**src/rtl/fetch_sequencer_if.sv**
```systemverilog
// Fetch sequencer bus: run control, instruction-memory port, decode handoff and status.
interface fetch_sequencer_if #(
    parameter int unsigned ADDRESS_WIDTH = 32
);
    localparam int unsigned DATA_WIDTH = 32;

    logic                     en;
    logic                     mem_req;
    logic [ADDRESS_WIDTH-1:0] mem_addr;
    logic                     mem_ack;
    logic [DATA_WIDTH-1:0]    mem_rdata;
    logic [DATA_WIDTH-1:0]    instr;
    logic                     instr_valid;
    logic                     instr_ready;
    logic                     PCsrc;
    logic [ADDRESS_WIDTH-1:0] ImmOp;
    logic [ADDRESS_WIDTH-1:0] PC;
    logic                     halted;
    logic [DATA_WIDTH-1:0]    retire_count;

    // Sequencer side.
    modport master (
        input  en, mem_ack, mem_rdata, instr_ready, PCsrc, ImmOp,
        output mem_req, mem_addr, instr, instr_valid, PC, halted, retire_count
    );

    // Memory/decode/environment side.
    modport slave (
        output en, mem_ack, mem_rdata, instr_ready, PCsrc, ImmOp,
        input  mem_req, mem_addr, instr, instr_valid, PC, halted, retire_count
    );
endinterface

```
**src/rtl/fetch_sequencer.sv**
```systemverilog
// Instruction fetch sequencer: requests a word at PC, hands it to decode, then
// advances PC sequentially or by the branch offset supplied at acceptance.
module fetch_sequencer #(
    parameter int unsigned              ADDRESS_WIDTH = 32,
    parameter logic [ADDRESS_WIDTH-1:0] RESET_PC      = '0,
    parameter logic [31:0]              HALT_INSTR    = 32'h0000_006F
) (
    input  logic              clk,
    input  logic              rst,
    fetch_sequencer_if.master bus
);
    localparam int unsigned DATA_WIDTH = 32;

    typedef enum logic [1:0] {
        IDLE  = 2'd0,
        REQ   = 2'd1,
        ISSUE = 2'd2,
        HALT  = 2'd3
    } state_t;

    state_t                   state_q;
    logic [ADDRESS_WIDTH-1:0] pc_q;
    logic [ADDRESS_WIDTH-1:0] pc_d;
    logic [ADDRESS_WIDTH-1:0] pc_sum;
    logic [DATA_WIDTH-1:0]    instr_q;
    logic [DATA_WIDTH-1:0]    retire_q;
    logic                     mem_req_q;
    logic                     instr_valid_q;
    logic                     halted_q;
    logic                     accept;

    // Next PC for an accepted non-halt instruction, kept word aligned; wraps naturally.
    always_comb begin
        pc_sum = bus.PCsrc ? (pc_q + bus.ImmOp) : (pc_q + ADDRESS_WIDTH'(4));
        pc_d   = {pc_sum[ADDRESS_WIDTH-1:2], 2'b00};
    end

    assign accept = instr_valid_q && bus.instr_ready;

    // Sequencer FSM with all outputs held in registers.
    always_ff @(posedge clk or posedge rst) begin
        if (rst) begin
            state_q       <= IDLE;
            pc_q          <= RESET_PC;
            instr_q       <= '0;
            retire_q      <= '0;
            mem_req_q     <= 1'b0;
            instr_valid_q <= 1'b0;
            halted_q      <= 1'b0;
        end else begin
            case (state_q)
                IDLE: begin
                    if (bus.en) begin
                        state_q   <= REQ;
                        mem_req_q <= 1'b1;
                    end
                end
                REQ: begin
                    if (bus.mem_ack) begin
                        instr_q       <= bus.mem_rdata;
                        state_q       <= ISSUE;
                        mem_req_q     <= 1'b0;
                        instr_valid_q <= 1'b1;
                    end
                end
                ISSUE: begin
                    if (accept) begin
                        instr_valid_q <= 1'b0;
                        if (instr_q == HALT_INSTR) begin
                            state_q  <= HALT;
                            halted_q <= 1'b1;
                        end else begin
                            pc_q     <= pc_d;
                            retire_q <= retire_q + DATA_WIDTH'(1);
                            if (bus.en) begin
                                state_q   <= REQ;
                                mem_req_q <= 1'b1;
                            end else begin
                                state_q <= IDLE;
                            end
                        end
                    end
                end
                HALT: begin
                    state_q <= HALT;
                end
                default: begin
                    state_q <= IDLE;
                end
            endcase
        end
    end

    assign bus.mem_req      = mem_req_q;
    assign bus.mem_addr     = pc_q;
    assign bus.instr        = instr_q;
    assign bus.instr_valid  = instr_valid_q;
    assign bus.PC           = pc_q;
    assign bus.halted       = halted_q;
    assign bus.retire_count = retire_q;
endmodule
```
**src/flat_wrapper.sv**
```systemverilog
// flat-port wrapper written by rule: the top's interface ports become plain ports
module fetch_sequencer_flat 
#(
    parameter int unsigned              ADDRESS_WIDTH = 32,
    parameter logic [ADDRESS_WIDTH-1:0] RESET_PC      = '0,
    parameter logic [31:0]              HALT_INSTR    = 32'h0000_006F
)
  (clk, rst, bus_en, bus_mem_ack, bus_mem_rdata, bus_instr_ready, bus_PCsrc, bus_ImmOp, bus_mem_req, bus_mem_addr, bus_instr, bus_instr_valid, bus_PC, bus_halted, bus_retire_count);
  fetch_sequencer_if #(.ADDRESS_WIDTH(ADDRESS_WIDTH)) bus_i ();
  input  logic clk;
  input  logic rst;
  input wire logic [$bits(bus_i.en)-1:0] bus_en;
  input wire logic [$bits(bus_i.mem_ack)-1:0] bus_mem_ack;
  input wire logic [$bits(bus_i.mem_rdata)-1:0] bus_mem_rdata;
  input wire logic [$bits(bus_i.instr_ready)-1:0] bus_instr_ready;
  input wire logic [$bits(bus_i.PCsrc)-1:0] bus_PCsrc;
  input wire logic [$bits(bus_i.ImmOp)-1:0] bus_ImmOp;
  output wire logic [$bits(bus_i.mem_req)-1:0] bus_mem_req;
  output wire logic [$bits(bus_i.mem_addr)-1:0] bus_mem_addr;
  output wire logic [$bits(bus_i.instr)-1:0] bus_instr;
  output wire logic [$bits(bus_i.instr_valid)-1:0] bus_instr_valid;
  output wire logic [$bits(bus_i.PC)-1:0] bus_PC;
  output wire logic [$bits(bus_i.halted)-1:0] bus_halted;
  output wire logic [$bits(bus_i.retire_count)-1:0] bus_retire_count;
  assign bus_i.en = bus_en;
  assign bus_i.mem_ack = bus_mem_ack;
  assign bus_i.mem_rdata = bus_mem_rdata;
  assign bus_i.instr_ready = bus_instr_ready;
  assign bus_i.PCsrc = bus_PCsrc;
  assign bus_i.ImmOp = bus_ImmOp;
  assign bus_mem_req = bus_i.mem_req;
  assign bus_mem_addr = bus_i.mem_addr;
  assign bus_instr = bus_i.instr;
  assign bus_instr_valid = bus_i.instr_valid;
  assign bus_PC = bus_i.PC;
  assign bus_halted = bus_i.halted;
  assign bus_retire_count = bus_i.retire_count;
  fetch_sequencer #(.ADDRESS_WIDTH(ADDRESS_WIDTH), .RESET_PC(RESET_PC), .HALT_INSTR(HALT_INSTR)) u_core (.clk(clk), .rst(rst), .bus(bus_i));
endmodule
```
**config.mk**
```make
export PLATFORM = sky130hd
export DESIGN_NAME = fetch_sequencer_flat
export DESIGN_NICKNAME = d
export VERILOG_FILES = /design/src/rtl/fetch_sequencer_if.sv /design/src/rtl/fetch_sequencer.sv /design/src/flat_wrapper.sv
export SDC_FILE = /design/constraint.sdc
export NUM_CORES = 1
export LEC_CHECK = 0
export BUFFER_PORTS_ARGS = -buffer_cell sky130_fd_sc_hd__buf_2
export CAP_MARGIN = 0
export CORE_MARGIN = 4
export CORE_UTILIZATION = 50
export DETAILED_ROUTE_END_ITERATION = 16
export PLACE_DENSITY = 0.78
export SLEW_MARGIN = 20
export SYNTH_ARGS = -nofsm -noshare
export SYNTH_HDL_FRONTEND = slang
export SYNTH_SLANG_ARGS = --single-unit
```
**constraint.sdc**
```tcl
create_clock -name clk -period 6.7 [get_ports clk]
set_input_delay 1.34 -clock clk [delete_from_list [all_inputs] [get_ports clk]]
set_output_delay 1.34 -clock clk [all_outputs]
set_load 0.05 [all_outputs]
```
==> flow_summary_export.csv, run 1 <==
group,metric,value,unit
synthesis,number_of_storage_elements_in_the_synthesis_netlist,99,
final_layout,post_route_cells_drive_above_1_share,0.342,
sta,worstMarginPinSlew,0.786,ns
min_path,min-delay-path-class,"flip-flop to flip-flop",
power,p_seq_frac,0.275,
synthesis,synth_edf_count,0,
worst_setup_path,critPathMaxFanout,31,
final_layout,postLayoutCellArea,0.00699,sq mm
worst_setup_path,worstSetupStartpoint,"bus_PCsrc",
floorplanning,standard_cell_core_area,0.0114,sq mm
drt,num_vias,4768,
worst_setup_path,required,6.91,ns
final_layout,nFillCells,960,
worst_setup_path,worstRegToRegCells,11,
synthesis,synthesis.area_per_instance,9.98,sq um
power,power_switching,1.98,mW
sta,maxSlewHeadroom,0.471,
drt,routed_wire_length,13900,microns
final_layout,final_net_count,845,
floorplanning,initial_core_util,0.509,
synthesis,synthDominantCellAreaShare,0.426,
cts,cts_htree_levels,3,
drt,drcViolationCount,0,
worst_setup_path,regToRegSetupSlack,3.71,ns
synthesis,synth-warning-count,0,
global_route,vias_in_the_first_global_route,4659,
global_route,pin_count_of_the_biggest_net_entering_global_routing,65,
cts,clock_latency,0.35,ns
drt,drt_first_iter_violations,217,
synthesis,cell_taking_the_most_area_after_synthesis,"dfrtp_1",
global_route,global_route.usage.total,0.204,
power,switching_share,0.545,
global_route,global_route.overflow_total,0,
synthesis,post_synth_inst_count,582,
worst_setup_path,cp-end-kind,"flip-flop",
cts,cts-root-to-sink-buffers,2,
sta,hold_viol_final,0,
sta,setup_viols_final,0,
power,cell_internal_pwr,1.65,mW
sta,final_critical_delay_including_setup_and_external_delays,4.02,ns
placed_design,preCtsSetupSlack,2.30,ns
outcome,run_status,"finished clean",
synthesis,synth.area.top_cells,"dfrtp_1 (43%), ha_1 (6.5%), mux2_2 (6.2%)",
cts,cts.clk_slew.worst_paths,0.07,ns
placed_design,place.port_buffers,194,
synthesis,yosysUniqueCellTypes,56,
sta,rsz0062_at_grt,"false",
drt,detailedRoute.firstPassIterationCount,4,
final_layout,finalNonFillerCells,891,
final_layout,antennaDiodeCount,0,
drt,routedWlPerCell,15.6,microns
floorplanning,fp.dieW,116,microns
synthesis,ys.flop_type,"dfrtp_1",
placed_design,dp.final_hpwl,10600,microns
final_layout,layout_common_cells,"buf_2 (194), dfrtp_1 (99), nand2_1 (64)",
worst_setup_path,endpoint_of_the_worst_register_to_register_path,"u_core.bus.PC[28]$_DFFE_PP0P_",
floorplanning,die-area,0.0134,sq mm
cts,clock_tree.root_cell,"clkbuf_16",
worst_setup_path,worst_setup_path_endpoint,"u_core.bus.PC[28]$_DFFE_PP0P_",
synthesis,sequential_element_share_of_the_synthesized_area,0.426,
worst_setup_path,critical-path-max-stage-delay,0.47,ns
cts,sinks_on_clock_net,99,
sta,achievable-frequency,0.249,GHz
synthesis,mappedNetlistArea,0.00581,sq mm
worst_setup_path,critPathKind,"input pin to flip-flop",
final_layout,synthToLayoutAreaGrowth,20.2,%
power,p_leak,3.64,nW
placed_design,placed_standard_cell_area,0.00669,sq mm
cts,tritoncts,"yes",
drt,routed_via_density,5.35,
floorplanning,placementRows,39,
cts,ctsHoldBuffers,0,
drt,postRouteAntennaNets,0,
sta,final_max_slew_viol_count,0,
global_route,antenna_found_initial,0,
power,worst_supply_voltage_drop_on_vdd,382,uV
placed_design,dpl_cells,876,
cts,post-cts-setup-buffer-count,0,
min_path,hold_start,"u_core.bus.retire_count[31]$_DFFE_PP0P_",
power,clock_power_share,0.146,
run,cap_violations,0,
power,p_per_area,520,mW/mm^2
sta,tns,0,ns
cts,post_cts_resize_count,0,
final_layout,most_common_library_cell_in_the_layout_ignoring_fill_and_taps,"buf_2",
sta,worst_clock_skew,0.0102,ns
worst_setup_path,cp_slowest_cell,"a2111oi_0",
floorplanning,design.portCount,201,
worst_setup_path,critical_path.most_common_cell,"o21ai_0",
worst_setup_path,worst_setup_path_start_kind,"input pin",
placed_design,place.gp.congestion,0.856,
power,fraction_of_power_consumed_by_combinational_cells,0.579,
worst_setup_path,cp.arrival,4.23,ns
cts,cts_buffers,9,
worst_setup_path,path_cells,"buf_2 -> nand2b_1 -> ha_1 -> fa_1 -> a21o_1 -> a21oi_1 -> o21ai_0 -> nand3_1 -> nand2_1 -> a2111oi_0 -> o31ai_1 -> xnor2_1 -> o21ai_0",
sta,fin_crit_sh,0.600,
floorplanning,die_h,116,microns
power,fin_total_pwr,3.63,mW
global_route,grt_pass1_wl,21900,microns
synthesis,asyncSetResetFlopFracSynth,1.00,
worst_setup_path,regToRegStartpoint,"u_core.bus.PC[2]$_DFFE_PP0P_",
sta,post-route-worst-setup-slack,2.68,ns
==> how the worst min path moves through the flow <==
| stage | to | cells past startpoint |
|---|---|---|
| after detailed placement | u_core.bus.retire_count[31]$_DFFE_PP0P_ | 1 |
| after floorplan | u_core.bus.instr_valid$_DFFE_PP0P_ | 1 |
| final | u_core.bus.retire_count[31]$_DFFE_PP0P_ | 1 |
| after CTS | u_core.bus.retire_count[31]$_DFFE_PP0P_ | 1 |
| after global routing | u_core.bus.retire_count[31]$_DFFE_PP0P_ | 1 |
| after global placement | u_core.bus.retire_count[31]$_DFFE_PP0P_ | 1 |
==> registers in the layout, summed over array words and instances (netlist names) <==
signal / count
u_core.bus.instr: 32
u_core.bus.halted: 1
u_core.state_q: 2
u_core.bus.PC: 30
u_core.bus.retire_count: 32
u_core.bus.mem_req: 1
u_core.bus.instr_valid: 1
==> routing by layer <==
| layer | GRT usage | vias up | share of wire |
|---|---|---|---|
| li1 | - | 2342 | - |
| met1 | 0.255 | 2247 | 0.43 |
| met2 | 0.353 | 155 | 0.49 |
| met3 | 0.0319 | 24 | 0.063 |
| met4 | 0.0828 | 0 | 0.022 |
| met5 | 0 | - | 0 |
==> synthesized netlist by cell type (6+ instances only) <==
cell type,n
nor2_1,20
clkbuf_1,9
a21o_1,16
and3_1,6
nand2_1,64
a21oi_1,25
nand3_1,16
buf_4,34
xor2_1,15
mux2_2,32
and2_1,29
nor3_1,6
o21ai_0,40
xnor2_1,38
dfrtp_1,99
nand4_1,13
o31ai_1,6
inv_1,12
ha_1,30
==> critical path, delay by kind of cell <==
| family | cells | cell delay, ns |
|---|---|---|
| XOR/XNOR | 1 | 0.16 |
| AO/OA/AOI/OAI | 6 | 1.31 |
| adder cells (fa/ha/maj) | 2 | 0.65 |
| buffers and inverters | 1 | 0.36 |
| AND/OR/NAND/NOR | 3 | 0.40 |
==> through the flow <==
stage | util | hold slack [ns]
3_3_place_gp | 0.586 | 0.450
2_1_floorplan | - | 0.525
4_1_cts | 0.612 | 0.473
3_5_place_dp | 0.586 | 0.463
5_1_grt | 0.612 | 0.495
6_report | 0.612 | 0.472
==> cells by family after synthesis <==
family,after synthesis,synth area share
AO/OA/AOI/OAI,126,0.143
XOR/XNOR,53,0.0799
adder cells (fa/ha/maj),31,0.0681
buffers and inverters,61,0.0614
flip-flops,99,0.426
multiplexers,34,0.0655
other,1,0.000646
AND/OR/NAND/NOR,177,0.155
==> cell type report <==
type / count / area [sq um] / area share
Multi-Input combinational cell: 425 / 2990 / 0.429
Sequential cell: 99 / 2480 / 0.355
Timing Repair Buffer: 196 / 986 / 0.141
Clock buffer: 9 / 225 / 0.0322
Tap cell: 143 / 179 / 0.0256
Clock inverter: 6 / 72.6 / 0.0104
Inverter: 13 / 51.3 / 0.00734
==> power by group through the flow <==
stage	combinational [mW]	sequential (mW)	clock, mW
after floorplan	1.08	1.67	0
after global placement	2.09	0.985	0
after detailed placement	2.11	1.01	0
after CTS	2.12	0.998	0.542
after global routing	2.24	1.03	0.565
final	2.10	0.998	0.530
(Power assumes the default switching activity.)
==> inputs of run 2 (changes only) <==
- ABC_AREA: not set -> 1
- CORE_UTILIZATION: 50 -> 49
- PLACE_DENSITY: 0.78 -> 0.76
- clock period: 6.7 -> 3.6 ns (I/O delays scaled with it)
==> run 2 against run 1 <==
First-iteration DRC count is 130% higher. Total power increased by 100%. Register-to-register slack got worse by 2.3 ns. Via count is 51% higher. Clock-buffer cell count is the same. Critical endpoint is now u_core.bus.PC[30]$_DFFE_PP0P_.
==> flow_summary_export.csv, run 2 <==
group,metric,value,unit
outcome,run_status,"finished clean",
floorplanning,placementRows,44,
synthesis,synth_commonest_cells,"nand2_1 (380), inv_1 (181), dfrtp_1 (99), nor2_1 (94), nand3_1 (50)",
global_route,pin_count_of_the_biggest_net_entering_global_routing,84,
cts,cts.clk_slew.worst_paths,0.08,ns
global_route,global_route.overflow_total,0,
min_path,hold_path_end,"u_core.bus.halted$_DFFE_PP0P_",
placed_design,place.gp.congestion,0.975,
global_route,antenna_found_initial,0,
final_layout,post_route_cells_drive_above_1_share,0.200,
worst_setup_path,endpoint_of_the_worst_register_to_register_path,"u_core.bus.PC[30]$_DFFE_PP0P_",
sta,maxSlewHeadroom,0.346,
drt,drcViolationCount,0,
cts,sinks_on_clock_net,99,
drt,postRouteAntennaNets,0,
min_path,worst_hold_path.num_cells,1,
sta,worstMarginPinSlew,0.978,ns
sta,fin_crit_sh,0.723,
min_path,hold_start,"u_core.bus.halted$_DFFE_PP0P_",
min_path,min-delay-path-class,"flip-flop to flip-flop",
global_route,global_route.usage.total,0.227,
cts,tritoncts,"yes",
placed_design,place.port_buffers,194,
synthesis,mux_share_of_post_synthesis_cell_area,0.0183,
worst_setup_path,critPathKind,"input pin to flip-flop",
placed_design,placed_standard_cell_area,0.00826,sq mm
worst_setup_path,cp-end-kind,"flip-flop",
sta,rsz0062_at_grt,"false",
worst_setup_path,critPathMaxFanout,22,
cts,clock_tree.root_cell,"clkbuf_16",
drt,routedWlPerCell,13.2,microns
final_layout,final_net_count,1364,
synthesis,synth.area.top_cells,"dfrtp_1 (34%), nand2_1 (19%), inv_1 (9.2%)",
drt,num_vias,7204,
run,cap_violations,0,
synthesis,number_of_storage_elements_in_the_synthesis_netlist,99,
final_layout,layout_common_cells,"nand2_1 (380), buf_2 (194), inv_1 (180)",
final_layout,most_common_library_cell_in_the_layout_ignoring_fill_and_taps,"nand2_1",
cts,cts-root-to-sink-buffers,2,
final_layout,finalNonFillerCells,1452,
worst_setup_path,worstRegToRegCells,10,
synthesis,synth-xor-area-share,0.0391,
floorplanning,initial_core_util,0.505,
cts,post-cts-setup-buffer-count,0,
synthesis,asyncSetResetFlopFracSynth,1.00,
drt,detailedRoute.firstPassIterationCount,6,
sta,final_critical_delay_including_setup_and_external_delays,2.60,ns
floorplanning,die-area,0.0171,sq mm
worst_setup_path,required,3.85,ns
final_layout,postLayoutCellArea,0.00857,sq mm
drt,routed_wire_length,19200,microns
cts,cts_htree_levels,3,
synthesis,synth_compound_gate_area_share,0.0667,
sta,hold_viol_final,0,
synthesis,synthesis.area_per_instance,6.68,sq um
floorplanning,design.portCount,201,
power,worst_supply_voltage_drop_on_vdd,621,uV
synthesis,synthDominantCellAreaShare,0.335,
cts,clock_latency,0.36,ns
worst_setup_path,regToRegStartpoint,"u_core.bus.PC[2]$_DFFE_PP0P_",
final_layout,nFillCells,1461,
final_layout,synthToLayoutAreaGrowth,16.0,%
cts,cts_buffers,9,
final_layout,final_core_util,0.585,
global_route,vias_in_the_first_global_route,6581,
synthesis,cell_taking_the_most_area_after_synthesis,"dfrtp_1",
synthesis,yosysUniqueCellTypes,31,
synthesis,synth_simple_gate_area_share,0.339,
floorplanning,die_h,131,microns
worst_setup_path,cp.arrival,2.86,ns
synthesis,yosys.cell_count.top_type,"nand2_1",
placed_design,preCtsSetupSlack,0.576,ns
final_layout,antennaDiodeCount,0,
sta,post-route-worst-setup-slack,0.999,ns
floorplanning,fp.dieW,131,microns
placed_design,dp.final_hpwl,15000,microns
power,p_per_area,861,mW/mm^2
synthesis,synth_edf_count,0,
synthesis,synth-warning-count,0,
sta,final_max_slew_viol_count,0,
synthesis,synth_fa_ha_area_frac,0.0535,
drt,drt_first_iter_violations,499,
placed_design,dpl_cells,1436,
worst_setup_path,worst_setup_path_start_kind,"input pin",
synthesis,sequential_element_share_of_the_synthesized_area,0.335,
sta,hold-worst-slack,0.497,ns
sta,tns,0,ns
synthesis,mappedNetlistArea,0.00739,sq mm
power,fin_total_pwr,7.38,mW
synthesis,synth_top_family_by_area,"simple AND/OR/NAND/NOR gates",
sta,worst_clock_skew,0.0121,ns
sta,achievable-frequency,0.384,GHz
drt,routed_via_density,4.96,
cts,post_cts_resize_count,0,
cts,ctsHoldBuffers,0,
worst_setup_path,regToRegSetupSlack,1.40,ns
global_route,grt_pass1_wl,31300,microns
power,p_leak,5.00,nW
synthesis,ys.flop_type,"dfrtp_1",
floorplanning,standard_cell_core_area,0.0146,sq mm
synthesis,post_synth_inst_count,1106,
sta,setup_viols_final,0,
[run 2: changes by cell type after synthesis, moves of 10 or more]
cell	before	now
a21o_1	16	1
a21oi_1	25	44
and2_1	29	0
inv_1	12	181
mux2_2	32	12
nand2_1	64	380
nand3_1	16	50
nand3b_1	0	12
nand4_1	13	23
nor2_1	20	94
nor3_1	6	16
o21ai_1	1	11
xnor2_1	38	17
[run 2: area by class of cell]
cell class | instances | area [sq um] | share of cell area
multi-input cells | 768 | 3830 | 0.447
repair buffers | 198 | 1010 | 0.118
clock buffers | 9 | 225 | 0.0263
clock inverters | 7 | 86.3 | 0.0101
well taps | 184 | 230 | 0.0269
inverters | 187 | 707 | 0.0825
flip-flops and latches | 99 | 2480 | 0.289
[run 2: kinds of logic (layout without fill, tap and decap cells)]
| family | Yosys count | count (layout) |
|---|---|---|
| other | 1 | 4 |
| AO/OA/AOI/OAI | 94 | 94 |
| XOR/XNOR | 33 | 33 |
| multiplexers | 12 | 12 |
| AND/OR/NAND/NOR | 594 | 594 |
| buffers and inverters | 242 | 401 |
| adder cells (fa/ha/maj) | 31 | 31 |
| flip-flops | 99 | 99 |
[run 2: metal layers]
layer  global-route usage  routed length, microns  vias to the layer above
met1                0.310                    8880                     3234
li1                     -                       -                     3713
met3               0.0455                    1410                       29
met5                    0                       0                        -
met4               0.0629                     304                        0
met2                0.368                    8630                      228
[run 2: worst max path at each step]
| stage | endpoint | slack, ns | cells past startpoint | from |
|---|---|---|---|---|
| floorplan | u_core.bus.PC[10]$_DFFE_PP0P_ | 0.29 | 1 | rst |
| global placement | u_core.bus.PC[30]$_DFFE_PP0P_ | 0.61 | 12 | bus_PCsrc |
| detailed placement | u_core.bus.PC[30]$_DFFE_PP0P_ | 0.58 | 12 | bus_PCsrc |
| CTS | u_core.bus.PC[30]$_DFFE_PP0P_ | 0.96 | 12 | bus_PCsrc |
| global route | u_core.bus.PC[30]$_DFFE_PP0P_ | 0.79 | 13 | bus_PCsrc |
| finish | u_core.bus.PC[30]$_DFFE_PP0P_ | 1.0 | 12 | bus_PCsrc |
[run 2: power breakdown]
group          total [mW]  internal, mW  switching (mW)
Clock                1.03         0.504           0.525
Sequential           1.91          1.52           0.392
Combinational        4.43          1.09            3.34
Total                7.38          3.12            4.26
[run 2: critical path, stage by stage]
cell     delay (ns)
buf_2          0.35
nand2_1        0.10
ha_1           0.25
fa_1           0.45
nand3_1        0.11
nand3_1        0.17
nand3_1        0.11
nand3_1        0.20
nand2_1        0.15
nand3_1        0.10
nand3_2        0.09
nand2_1        0.05
==> inputs of run 3 (changes only) <==
- CORE_UTILIZATION: 49 -> 50
- PLACE_DENSITY: 0.76 -> 0.75
- clock period: 3.6 -> 2.7 ns (I/O delays scaled with it)
==> run 3 against run 2 <==
Worst hold slack got worse by 0.29 ns. Worst setup slack got worse by 0.63 ns. Clock-buffer cell count rose by 1. Sequential share of layout area fell by 0.23 points. Combinational power rose by 34%. Critical path depth did not move. Cell area rose by 0.80%. First-iteration DRC count rose by 1.0%. Clock skew rose by 0.0023 ns. Non-clock buffer count rose by 8. Routed wire length rose by 1.3%.
==> flow_summary_export.csv, run 3 (synthesis gave the netlist of run 2 again) <==
group,metric,value,unit
global_route,pin_count_of_the_biggest_net_entering_global_routing,68,
power,p_seq_frac,0.262,
sta,achievable-frequency,0.429,GHz
cts,clock_latency,0.36,ns
cts,post_cts_resize_count,0,
floorplanning,initial_core_util,0.510,
final_layout,most_common_library_cell_in_the_layout_ignoring_fill_and_taps,"nand2_1",
power,worst_supply_voltage_drop_on_vdd,740,uV
power,p_per_area,1140,mW/mm^2
floorplanning,design.portCount,201,
cts,tritoncts,"yes",
final_layout,layout_common_cells,"nand2_1 (380), buf_2 (194), inv_1 (180)",
final_layout,register_area,0.00248,sq mm
final_layout,post_route_cells_drive_above_1_share,0.205,
worst_setup_path,regToRegStartpoint,"u_core.bus.PC[2]$_DFFE_PP0P_",
placed_design,place.port_buffers,194,
worst_setup_path,cp.arrival,2.57,ns
final_layout,multi_input_area,0.00383,sq mm
final_layout,final_net_count,1372,
power,clock_power_share,0.132,
global_route,grt_pass1_wl,31000,microns
power,cell_internal_pwr,4.18,mW
final_layout,synthToLayoutAreaGrowth,17.0,%
sta,post-route-worst-setup-slack,0.369,ns
final_layout,nFillCells,1450,
sta,tns,0,ns
floorplanning,standard_cell_core_area,0.0145,sq mm
global_route,global_route.overflow_total,0,
drt,drt_first_iter_violations,504,
sta,fin_crit_sh,0.863,
floorplanning,fp.dieW,130,microns
placed_design,place.gp.congestion,0.941,
global_route,vias_in_the_first_global_route,6641,
worst_setup_path,critPathMaxFanout,8,
drt,routed_wire_length,19500,microns
sta,setup_viols_final,0,
placed_design,preCtsSetupSlack,0.0301,ns
sta,worstMarginPinSlew,0.665,ns
global_route,global_route.usage.total,0.230,
cts,clock_tree.root_cell,"clkbuf_16",
drt,detailedRoute.firstPassIterationCount,6,
sta,final_critical_delay_including_setup_and_external_delays,2.33,ns
cts,sinks_on_clock_net,99,
worst_setup_path,cp-end-kind,"flip-flop",
power,p_leak,5.03,nW
worst_setup_path,regToRegSetupSlack,0.53,ns
placed_design,dpl_cells,1444,
drt,postRouteAntennaNets,0,
drt,routed_via_density,4.89,
worst_setup_path,required,2.94,ns
placed_design,dp.final_hpwl,15400,microns
floorplanning,placementRows,44,
final_layout,antennaDiodeCount,0,
power,fraction_of_power_consumed_by_combinational_cells,0.605,
worst_setup_path,worstRegToRegCells,10,
run,cap_violations,0,
worst_setup_path,critPathKind,"input pin to flip-flop",
sta,worst_clock_skew,0.0143,ns
drt,num_vias,7141,
cts,post-cts-setup-buffer-count,0,
sta,final_max_slew_viol_count,0,
global_route,antenna_found_initial,0,
sta,rsz0062_at_grt,"false",
final_layout,finalNonFillerCells,1460,
outcome,run_status,"finished clean",
cts,cts.clk_slew.worst_paths,0.08,ns
power,switching_share,0.575,
floorplanning,die-area,0.0168,sq mm
cts,cts-root-to-sink-buffers,2,
sta,hold_viol_final,0,
floorplanning,die_h,130,microns
sta,maxSlewHeadroom,0.557,
cts,cts_htree_levels,3,
cts,ctsHoldBuffers,0,
power,power_switching,5.65,mW
worst_setup_path,worst_setup_path_start_kind,"input pin",
cts,cts_buffers,9,
worst_setup_path,endpoint_of_the_worst_register_to_register_path,"u_core.bus.PC[30]$_DFFE_PP0P_",
drt,drcViolationCount,0,
drt,routedWlPerCell,13.3,microns
min_path,min-delay-path-class,"input pin to asynchronous set/reset pin",
[run 3: changes by cell type in the layout (fill, tap and decap cells not counted)]
cell / change
clkbuf_8: +1
buf_4: +6
inv_12: -1
inv_6: -2
buf_12: +2
clkinv_8: -1
inv_8: -1
clkinv_4: +1
clkinvlp_4: +3
[run 3: worst max-delay path: stages]
cell and delay [ns]:
buf_2 0.28, nand2_1 0.11, ha_1 0.23, fa_1 0.40, nand3_1 0.10, nand3_1 0.14
nand3_1 0.11, nand3_1 0.24, nand2_1 0.17, nand3_1 0.11, nand3_2 0.09, nand2_1 0.05
[run 3: power by group through the flow]
stage               combinational (mW)  sequential [mW]  clock, mW
floorplan                         3.07             4.33          0
global placement                  5.88             2.57          0
detailed placement                5.96             2.59          0
CTS                               5.97             2.57       1.32
global route                      6.41             2.66       1.38
finish                            5.95             2.58       1.30
[run 3: final cells by class]
| class | count | area share |
|---|---|---|
| multi-input cells | 768 | 0.444 |
| flip-flops and latches | 99 | 0.287 |
| repair buffers | 206 | 0.127 |
| inverters | 187 | 0.0817 |
| clock buffers | 10 | 0.0277 |
| well taps | 184 | 0.0266 |
| clock inverters | 6 | 0.00666 |
[run 3: per-layer routing]
layer,share of wire,track usage
met1,0.48,0.324
met2,0.44,0.369
met3,0.065,0.0400
met4,0.015,0.0593
met5,0,0
[run 3: through the flow]
step	cell area, sq um	util	hold slack [ns]	power [mW]
2_1_floorplan	7400	-	0.529	7.40
3_3_place_gp	8340	0.576	0.457	8.45
3_5_place_dp	8340	0.576	0.461	8.55
4_1_cts	8640	0.597	0.221	9.87
5_1_grt	8640	0.597	0.234	10.5
6_report	8640	0.597	0.206	9.83
[run 3: worst max-delay path by stage]
| stage | startpoint | endpoint | slack [ns] | depth (start not counted) |
|---|---|---|---|---|
| final | bus_PCsrc | u_core.bus.PC[30]$_DFFE_PP0P_ | 0.37 | 12 |
| after global routing | bus_PCsrc | u_core.bus.PC[22]$_DFFE_PP0P_ | 0.23 | 12 |
| after CTS | bus_PCsrc | u_core.bus.PC[30]$_DFFE_PP0P_ | 0.40 | 12 |
| after detailed placement | bus_PCsrc | u_core.bus.PC[30]$_DFFE_PP0P_ | 0.03 | 12 |
| after global placement | bus_PCsrc | u_core.bus.PC[30]$_DFFE_PP0P_ | 0.08 | 12 |
| after floorplan | bus_PCsrc | u_core.bus.PC[30]$_DFFE_PP0P_ | 0.36 | 12 |
